[src/rtl/mem_wb_stage.sv]
// mem_wb_stage: MEM/WB pipeline register plus writeback for the 5-stage RV32I core.
// Latches the MEM-stage result. Formats load data by byte/half lane and sign or zero
// extension. Picks the writeback source and drives the register-file write port directly.
// Also keeps the retired-instruction counter.
//
// Ports
//   clk, reset            rising-edge clock, asynchronous active-high reset
//   stall, flush          hold stage / insert bubble (flush wins)
//   in_valid, in_regWr    MEM-stage instruction valid / writes rd
//   in_rd                 destination register
//   in_wb_sel             00 ALU, 01 load, 10 PC+4, 11 treated as ALU
//   in_funct3             load size/sign
//   in_alu_result         ALU result, also the load byte address
//   in_mem_rdata          word-aligned data-memory read word
//   in_pc_plus4           link value for JAL/JALR
//   regWr, ws, wr_data    register-file write port
//   wb_valid              WB slot holds a valid instruction
//   misalign_err          WB load is misaligned (its write is suppressed)
//   instret               retired-instruction count, wraps
module mem_wb_stage #(
  parameter int unsigned XLEN    = 32,
  parameter int unsigned RADDR_W = 5,
  parameter int unsigned CNT_W   = 64
) (
  input  logic               clk,
  input  logic               reset,
  input  logic               stall,
  input  logic               flush,
  input  logic               in_valid,
  input  logic               in_regWr,
  input  logic [RADDR_W-1:0] in_rd,
  input  logic [1:0]         in_wb_sel,
  input  logic [2:0]         in_funct3,
  input  logic [XLEN-1:0]    in_alu_result,
  input  logic [XLEN-1:0]    in_mem_rdata,
  input  logic [XLEN-1:0]    in_pc_plus4,
  output logic               regWr,
  output logic [RADDR_W-1:0] ws,
  output logic [XLEN-1:0]    wr_data,
  output logic               wb_valid,
  output logic               misalign_err,
  output logic [CNT_W-1:0]   instret
);

  localparam logic [1:0] SelAlu  = 2'b00;
  localparam logic [1:0] SelLoad = 2'b01;
  localparam logic [1:0] SelPc4  = 2'b10;

  localparam logic [2:0] F3Lb  = 3'b000;
  localparam logic [2:0] F3Lh  = 3'b001;
  localparam logic [2:0] F3Lw  = 3'b010;
  localparam logic [2:0] F3Lbu = 3'b100;
  localparam logic [2:0] F3Lhu = 3'b101;

  logic               valid_q;
  logic               regwr_q;
  logic [RADDR_W-1:0] rd_q;
  logic [1:0]         wb_sel_q;
  logic [2:0]         funct3_q;
  logic [XLEN-1:0]    alu_q;
  logic [XLEN-1:0]    rdata_q;
  logic [XLEN-1:0]    pc4_q;
  logic [CNT_W-1:0]   instret_q;

  logic [1:0]         off;
  logic [7:0]         byte_sel;
  logic [15:0]        half_sel;
  logic [XLEN-1:0]    load_data;
  logic               retire;

  // Stage registers. A flush only needs to kill valid and the write enable;
  // the remaining fields are left as they are.
  always_ff @(posedge clk or posedge reset) begin
    if (reset) begin
      valid_q  <= 1'b0;
      regwr_q  <= 1'b0;
      rd_q     <= '0;
      wb_sel_q <= '0;
      funct3_q <= '0;
      alu_q    <= '0;
      rdata_q  <= '0;
      pc4_q    <= '0;
    end else if (flush) begin
      valid_q <= 1'b0;
      regwr_q <= 1'b0;
    end else if (!stall) begin
      valid_q  <= in_valid;
      regwr_q  <= in_regWr;
      rd_q     <= in_rd;
      wb_sel_q <= in_wb_sel;
      funct3_q <= in_funct3;
      alu_q    <= in_alu_result;
      rdata_q  <= in_mem_rdata;
      pc4_q    <= in_pc_plus4;
    end
  end

  // The instruction in WB retires when it leaves the slot. That happens on a normal
  // advance or on a flush. A stalled instruction stays put, so it is counted only once.
  assign retire = valid_q & ~misalign_err & (~stall | flush);

  always_ff @(posedge clk or posedge reset) begin
    if (reset) begin
      instret_q <= '0;
    end else if (retire) begin
      instret_q <= instret_q + CNT_W'(1);
    end
  end

  // Load lane selection and extension.
  always_comb begin
    off = alu_q[1:0];
    byte_sel = 8'h00;
    unique case (off)
      2'd0: byte_sel = rdata_q[7:0];
      2'd1: byte_sel = rdata_q[15:8];
      2'd2: byte_sel = rdata_q[23:16];
      2'd3: byte_sel = rdata_q[31:24];
      default: byte_sel = 8'h00;
    endcase
    half_sel = off[1] ? rdata_q[31:16] : rdata_q[15:0];
    case (funct3_q)
      F3Lb:    load_data = {{(XLEN-8){byte_sel[7]}}, byte_sel};
      F3Lbu:   load_data = {{(XLEN-8){1'b0}}, byte_sel};
      F3Lh:    load_data = {{(XLEN-16){half_sel[15]}}, half_sel};
      F3Lhu:   load_data = {{(XLEN-16){1'b0}}, half_sel};
      default: load_data = rdata_q;  // LW and the reserved encodings
    endcase
  end

  always_comb begin
    misalign_err = 1'b0;
    if (valid_q && (wb_sel_q == SelLoad)) begin
      if ((funct3_q == F3Lh) || (funct3_q == F3Lhu)) begin
        misalign_err = off[0];
      end else if (funct3_q == F3Lw) begin
        misalign_err = (off != 2'd0);
      end
    end
  end

  always_comb begin
    wr_data = '0;
    if (valid_q) begin
      unique case (wb_sel_q)
        SelLoad: wr_data = load_data;
        SelPc4:  wr_data = pc4_q;
        SelAlu:  wr_data = alu_q;
        default: wr_data = alu_q;
      endcase
    end
  end

  assign regWr    = valid_q & regwr_q & (rd_q != '0) & ~misalign_err;
  assign ws       = rd_q;
  assign wb_valid = valid_q;
  assign instret  = instret_q;

endmodule
[config.mk]
export PLATFORM = sky130hd
export DESIGN_NAME = mem_wb_stage
export DESIGN_NICKNAME = d
export VERILOG_FILES = /design/src/rtl/mem_wb_stage.sv
export SDC_FILE = /design/constraint.sdc
export NUM_CORES = 1
export LEC_CHECK = 0
export CAP_MARGIN = 10
export CORE_MARGIN = 3
export CORE_UTILIZATION = 39
export DETAILED_ROUTE_END_ITERATION = 10
export GPL_TIMING_DRIVEN = 0
export MAX_ROUTING_LAYER = met4
export PLACE_DENSITY = 0.71
export SLEW_MARGIN = 30
export SYNTH_ARGS = -nofsm -noshare
export SYNTH_HDL_FRONTEND = slang
export SYNTH_SLANG_ARGS = --single-unit
[constraint.sdc]
create_clock -name clk -period 9.4 [get_ports clk]
set_input_delay 1.88 -clock clk [delete_from_list [all_inputs] [get_ports clk]]
set_output_delay 1.88 -clock clk [all_outputs]
set_load 0.05 [all_outputs]
; ---- Word level (Yosys, flattened, before mapping)
; Cells that the tools add are included.
; W data, S select, Z words.
[classes]
n_addsub = 1
n_mul = 0
div = 0
order_cmp = 0
eq_ne = 10
shift = 0
mux = 12
bitwise_logic = 9
n_reduce_logical = 7
[ops]
columns = op, n
row1 = $pmux W32 S4, 1
row2 = $add A64 B1 Y64 const B, 1
row3 = $pmux W32 S2, 1
row4 = $mux W32, 1
row5 = $pmux W8 S4, 1
row6 = $mux W16, 1
row7 = $mux W1, 7
row8 = $eq A2 B2 Y1 const B, 3
row9 = $eq A3 B3 Y1 const B, 2
row10 = $and A1 B1 Y1, 5
row11 = $reduce_bool A5 Y1, 1
row12 = $eq A2 B1 Y1 const B, 2
row13 = $eq A3 B1 Y1 const B, 1
row14 = $eq A3 B2 Y1 const B, 1
row15 = $logic_not A3 Y1, 1
row16 = $not A1 Y1, 3
row17 = $logic_not A2 Y1, 1
row18 = $ne A2 B1 Y1 const B, 1
row19 = $reduce_and A2 Y1, 1
row20 = $reduce_bool A2 Y1, 1
row21 = $logic_and A1 B1 Y1, 1
row22 = $logic_or A1 B1 Y1, 1
row23 = $or A1 B1 Y1, 1
[word_totals]
regBits = 172
latchBits = 0
ram_bits = 0
rom_bits = 0
out_inout_bits = 104
wordCells = 48
mem_count = 0

; ---- Logic depth before layout (Yosys ltp)
[logic_depth]
depth_word = 7
mapped_depth = 9

; ---- Worst setup path after synthesis
; OpenSTA, ideal clock, no wires.
[synth_path]
kind = reg-to-output
start = register alu_q[0]
end = output wr_data[5]
arrival_ns = 2.443
required_ns = 7.520
path_slack_ns = 5.077
path_stages_with_launch = 9
n_path_buf = 3
cell_sequence = dfrtp_1 clkbuf_1 nor2b_1 buf_2 o21ai_0 clkbuf_1 and2_1 o21ai_0 a21oi_1
[synth_between]
elab_chain_len = 5
[synth_rtl]
columns = element, line_no
row1 = start: declaration, 60  ; logic [XLEN-1:0] alu_q;
row2 = start signal: assignment, 92  ; alu_q <= in_alu_result;
row3 = "$eq A2 B2 Y1, or another cell as far along", 114  ; unique case (off)
row4 = $pmux W8 S4 (*), 114
row5 = $pmux W32 S4 (*), 122  ; case (funct3_q)
row6 = $pmux W32 S2 (*), 145  ; unique case (wb_sel_q)
row7 = $mux W32 (*), 144  ; if (valid_q) begin
row8 = end: declaration, 39  ; output logic [XLEN-1:0] wr_data,
; Every way passes the cells marked *; elsewhere a longest branch is shown, timed or not.

; ---- Worst setup path in the final report
[layout_path]
start = register alu_q[0]
end = output wr_data[6]
; Same word-level chain as after synthesis.

==> out/metrics.yaml <==
timing:
  fmax_mhz: 183
  timing.hold.ws_ns: 0.479
  relSlewSlack: 0.466
  clock_skew_ns: 0.00723
  finalSetupViolations: 0
  slew_viol_final: 0
  hold_viol_final: 0
  rsz0062_at_grt: "no"
  tns_ns: 0
  fin_crit_sh: 0.581
  fin_crit_ns: 5.46
  worst_pin_slew_ns: 0.801
global_route:
  grt_max_degree: 80
  grt_pass1_vias: 6758
  overflow: 0
  antenna_found_initial: 4
  grt_pass1_wl_mm: 37.8
  grtUsageTotal: 0.211
worst_setup_path:
  end_kind: "primary output"
  crit_fanout: 10
  crit_start: "alu_q[0]"
  reg2regPathDepth: 8
  crit_end: "wr_data[6]"
  crit_required_ns: 7.52
  slowest_stage: "clkdlybuf4s50_1"
  crit_chain: "clkbuf_1 > nor2b_1 > buf_2 > o21ai_0 > clkbuf_1 > and2_1 > o21ai_0 > a21oi_1 > clkdlybuf4s50_1"
  worstSetupPathType: "register to primary output"
  cp-start-kind: "register"
  r2r_end: "instret[55]"
  r2r_slack_ns: 6.73
  max_stage_delay_ns: 0.83
  r2r-start: "wb_sel_q[0]"
  arrival_ns: 3.58
floorplanning:
  initial_utilization: 0.404
  io_pins: 216
  die_area_sq_um: 23200
  die_y_microns: 152
  rows: 52
  coreArea_sq_um: 20600
  fp.dieW_microns: 152
finish:
  final_cell_mix: "clkdlybuf4s50_1, dfrtp_1, mux2_2"
  nFillCells: 1807
  drive_gt1_frac: 0.165
  syn_to_final_growth_pct: 37.5
  mostFrequentLayoutCell: "clkdlybuf4s50_1"
  nets: 1089
synth:
  ys_seq_elements: 172
  ys_seq_area_frac: 0.516
  yosysWarnings: 0
  synth_top_area_frac: 0.516
  synth_top_family_by_area: "multiplexers"
  ys_types: 46
  async_flop_share: 1.00
  synth_xor_area_frac: 0.0662
  synth_edf_count: 0
  syn_area_per_cell_sq_um: 11.3
  synth_cells: 738
  yosysTopAreaCell: "dfrtp_1"
  syn_nets: 853
  synthAdderAreaFrac: 0.00450
  muxShareOfSynthArea: 0.167
  synth-simple-area-share: 0.137
  synthFlopType: "dfrtp_1"
  synthTopCellsByArea: "dfrtp_1, mux2_2, xnor2_1, nand2_1, a21oi_1"
  netlist_area_sq_um: 8340
  synth_compound_area_frac: 0.0836
cts:
  cts_buffers: 17
  hold_buffers: 0
  cts.repair.resized: 0
  postCtsSetupRepairBufs: 0
  cts_root_buf: "clkbuf_16"
  clkSinkCount: 172
  clkLatencyLatePin_ns: 0.42
  cts_tree: "built"
  clk_pin_slew_worst_paths_ns: 0.07
  clockBufferDepth: 2
  htree_levels: 4
route:
  drt_iter0_markers: 310
  num_vias: 6616
  wl_per_cell_microns: 18.8
  wl_mm: 23.7
  via_per_inst: 5.25
  drc: 0
  drt_pass1_iterations: 7
  ant_nets: 0
placement:
  gp_congestion: 0.891
  portBuffers: 215
  dp_hpwl_mm: 17.9
status:
  status: "finished clean"
power_and_ir_drop:
  power-per-cell-area_nw_per_um2: 178
  power.leakage_nw: 4.62
  vdd_drop_max_uv: 121
job:
  cap_violations: 0
worst_hold_path:
  hp-class: "register to register"
-- per-layer routing --
| metal | share of wire | wire length, microns | up-vias | track usage |
|---|---|---|---|---|
| met5 | 0 | 0 | - | - |
| met3 | 0.060 | 1430 | 26 | 0.0574 |
| li1 | - | - | 3136 | - |
| met4 | 0.017 | 393 | 0 | 0.0604 |
| met2 | 0.50 | 11800 | 181 | 0.341 |
| met1 | 0.43 | 10100 | 3273 | 0.262 |
-- power by group --
part	internal, mW	switching, mW
registers	0.818	0.0630
logic	0.214	0.269
clock network	0.371	0.311
total	1.40	0.642
-- per-stage QoR --
| stage | cell area (sq um) | worst slack (ns) | utilization | power [mW] | cells |
|---|---|---|---|---|---|
| after floorplan | 8340 | 2.86 | - | 1.19 | 738 |
| after global placement | 10800 | 0.400 | 0.525 | 1.37 | 1223 |
| after detailed placement | 10900 | 4.42 | 0.528 | 1.38 | 1225 |
| after CTS | 11500 | 3.94 | 0.555 | 2.07 | 1257 |
| after global routing | 11500 | 3.66 | 0.556 | 2.15 | 1261 |
| final | 11500 | 3.94 | 0.556 | 2.05 | 1261 |
-- kinds of logic (layout without fill, tap and decap cells) --
kind of cell | count (synthesis) | in the layout
xor gates and xnor gates | 63 | 63
adders and majority gates | 3 | 3
and+or+nand+nor | 210 | 210
DFF | 172 | 172
AOI/OAI and AO/OA | 114 | 114
muxes | 123 | 123
buffers and inverters | 53 | 302
other | 0 | 4
-- Yosys cell counts (2+ instances only) --
| master | count |
|---|---|
| nand2b_1 | 2 |
| nand4b_1 | 2 |
| nand2_1 | 69 |
| or4_4 | 2 |
| xnor2_1 | 46 |
| or2_2 | 2 |
| nor2b_1 | 2 |
| and4_1 | 8 |
| mux4_2 | 2 |
| a22oi_1 | 16 |
| mux2_2 | 111 |
| a21oi_1 | 39 |
| nor4_4 | 2 |
| clkbuf_1 | 38 |
| inv_1 | 11 |
| and2_1 | 10 |
| a2bb2oi_1 | 16 |
| dfrtp_1 | 172 |
| nor3_1 | 9 |
| buf_2 | 2 |
| mux2i_1 | 10 |
| nor3b_1 | 2 |
| o21ai_0 | 37 |
| nor2_1 | 24 |
| nand3_1 | 23 |
| nand4_1 | 28 |
| nor4_1 | 8 |
| and3_1 | 9 |
| ha_1 | 3 |
| xor2_1 | 17 |
-- final cells by class --
| cell class | count | area (sq um) | area share |
|---|---|---|---|
| Sequential cell | 172 | 4300 | 0.375 |
| Multi-Input combinational cell | 513 | 3820 | 0.334 |
| Timing Repair Buffer | 217 | 2210 | 0.193 |
| Clock buffer | 18 | 429 | 0.0374 |
| Tap cell | 270 | 338 | 0.0295 |
| Buffer | 42 | 168 | 0.0146 |
| Clock inverter | 14 | 135 | 0.0118 |
| Inverter | 11 | 48.8 | 0.00426 |
| Antenna cell | 4 | 10.0 | 0.000873 |
-- worst max-delay path: cells and delay by family, from the launching register on --
kind	cells	cell delay, ns
DFF	1	0.36
and+or+nand+nor	2	0.36
AOI/OAI and AO/OA	3	0.81
buffers and inverters	4	1.63
-- registers in the layout, summed over array words and instances, names as in the netlist --
signal,flops
wb_valid,1
ws,5
wb_sel_q,2
alu_q,32
rdata_q,32
pc4_q,32
funct3_q,3
instret,64
regwr_q,1
-- worst min-delay path by stage --
stage	from	end	slack [ns]	depth (start not counted)
2_1_floorplan	rdata_q[0]	rdata_q[0]	0.47	1
3_3_place_gp	instret[63]	instret[63]	0.46	1
3_5_place_dp	instret[63]	instret[63]	0.47	1
4_1_cts	instret[63]	instret[63]	0.48	1
5_1_grt	instret[50]	instret[50]	0.50	1
6_report	instret[63]	instret[63]	0.48	1
Power figures use the tool's default switching activity.
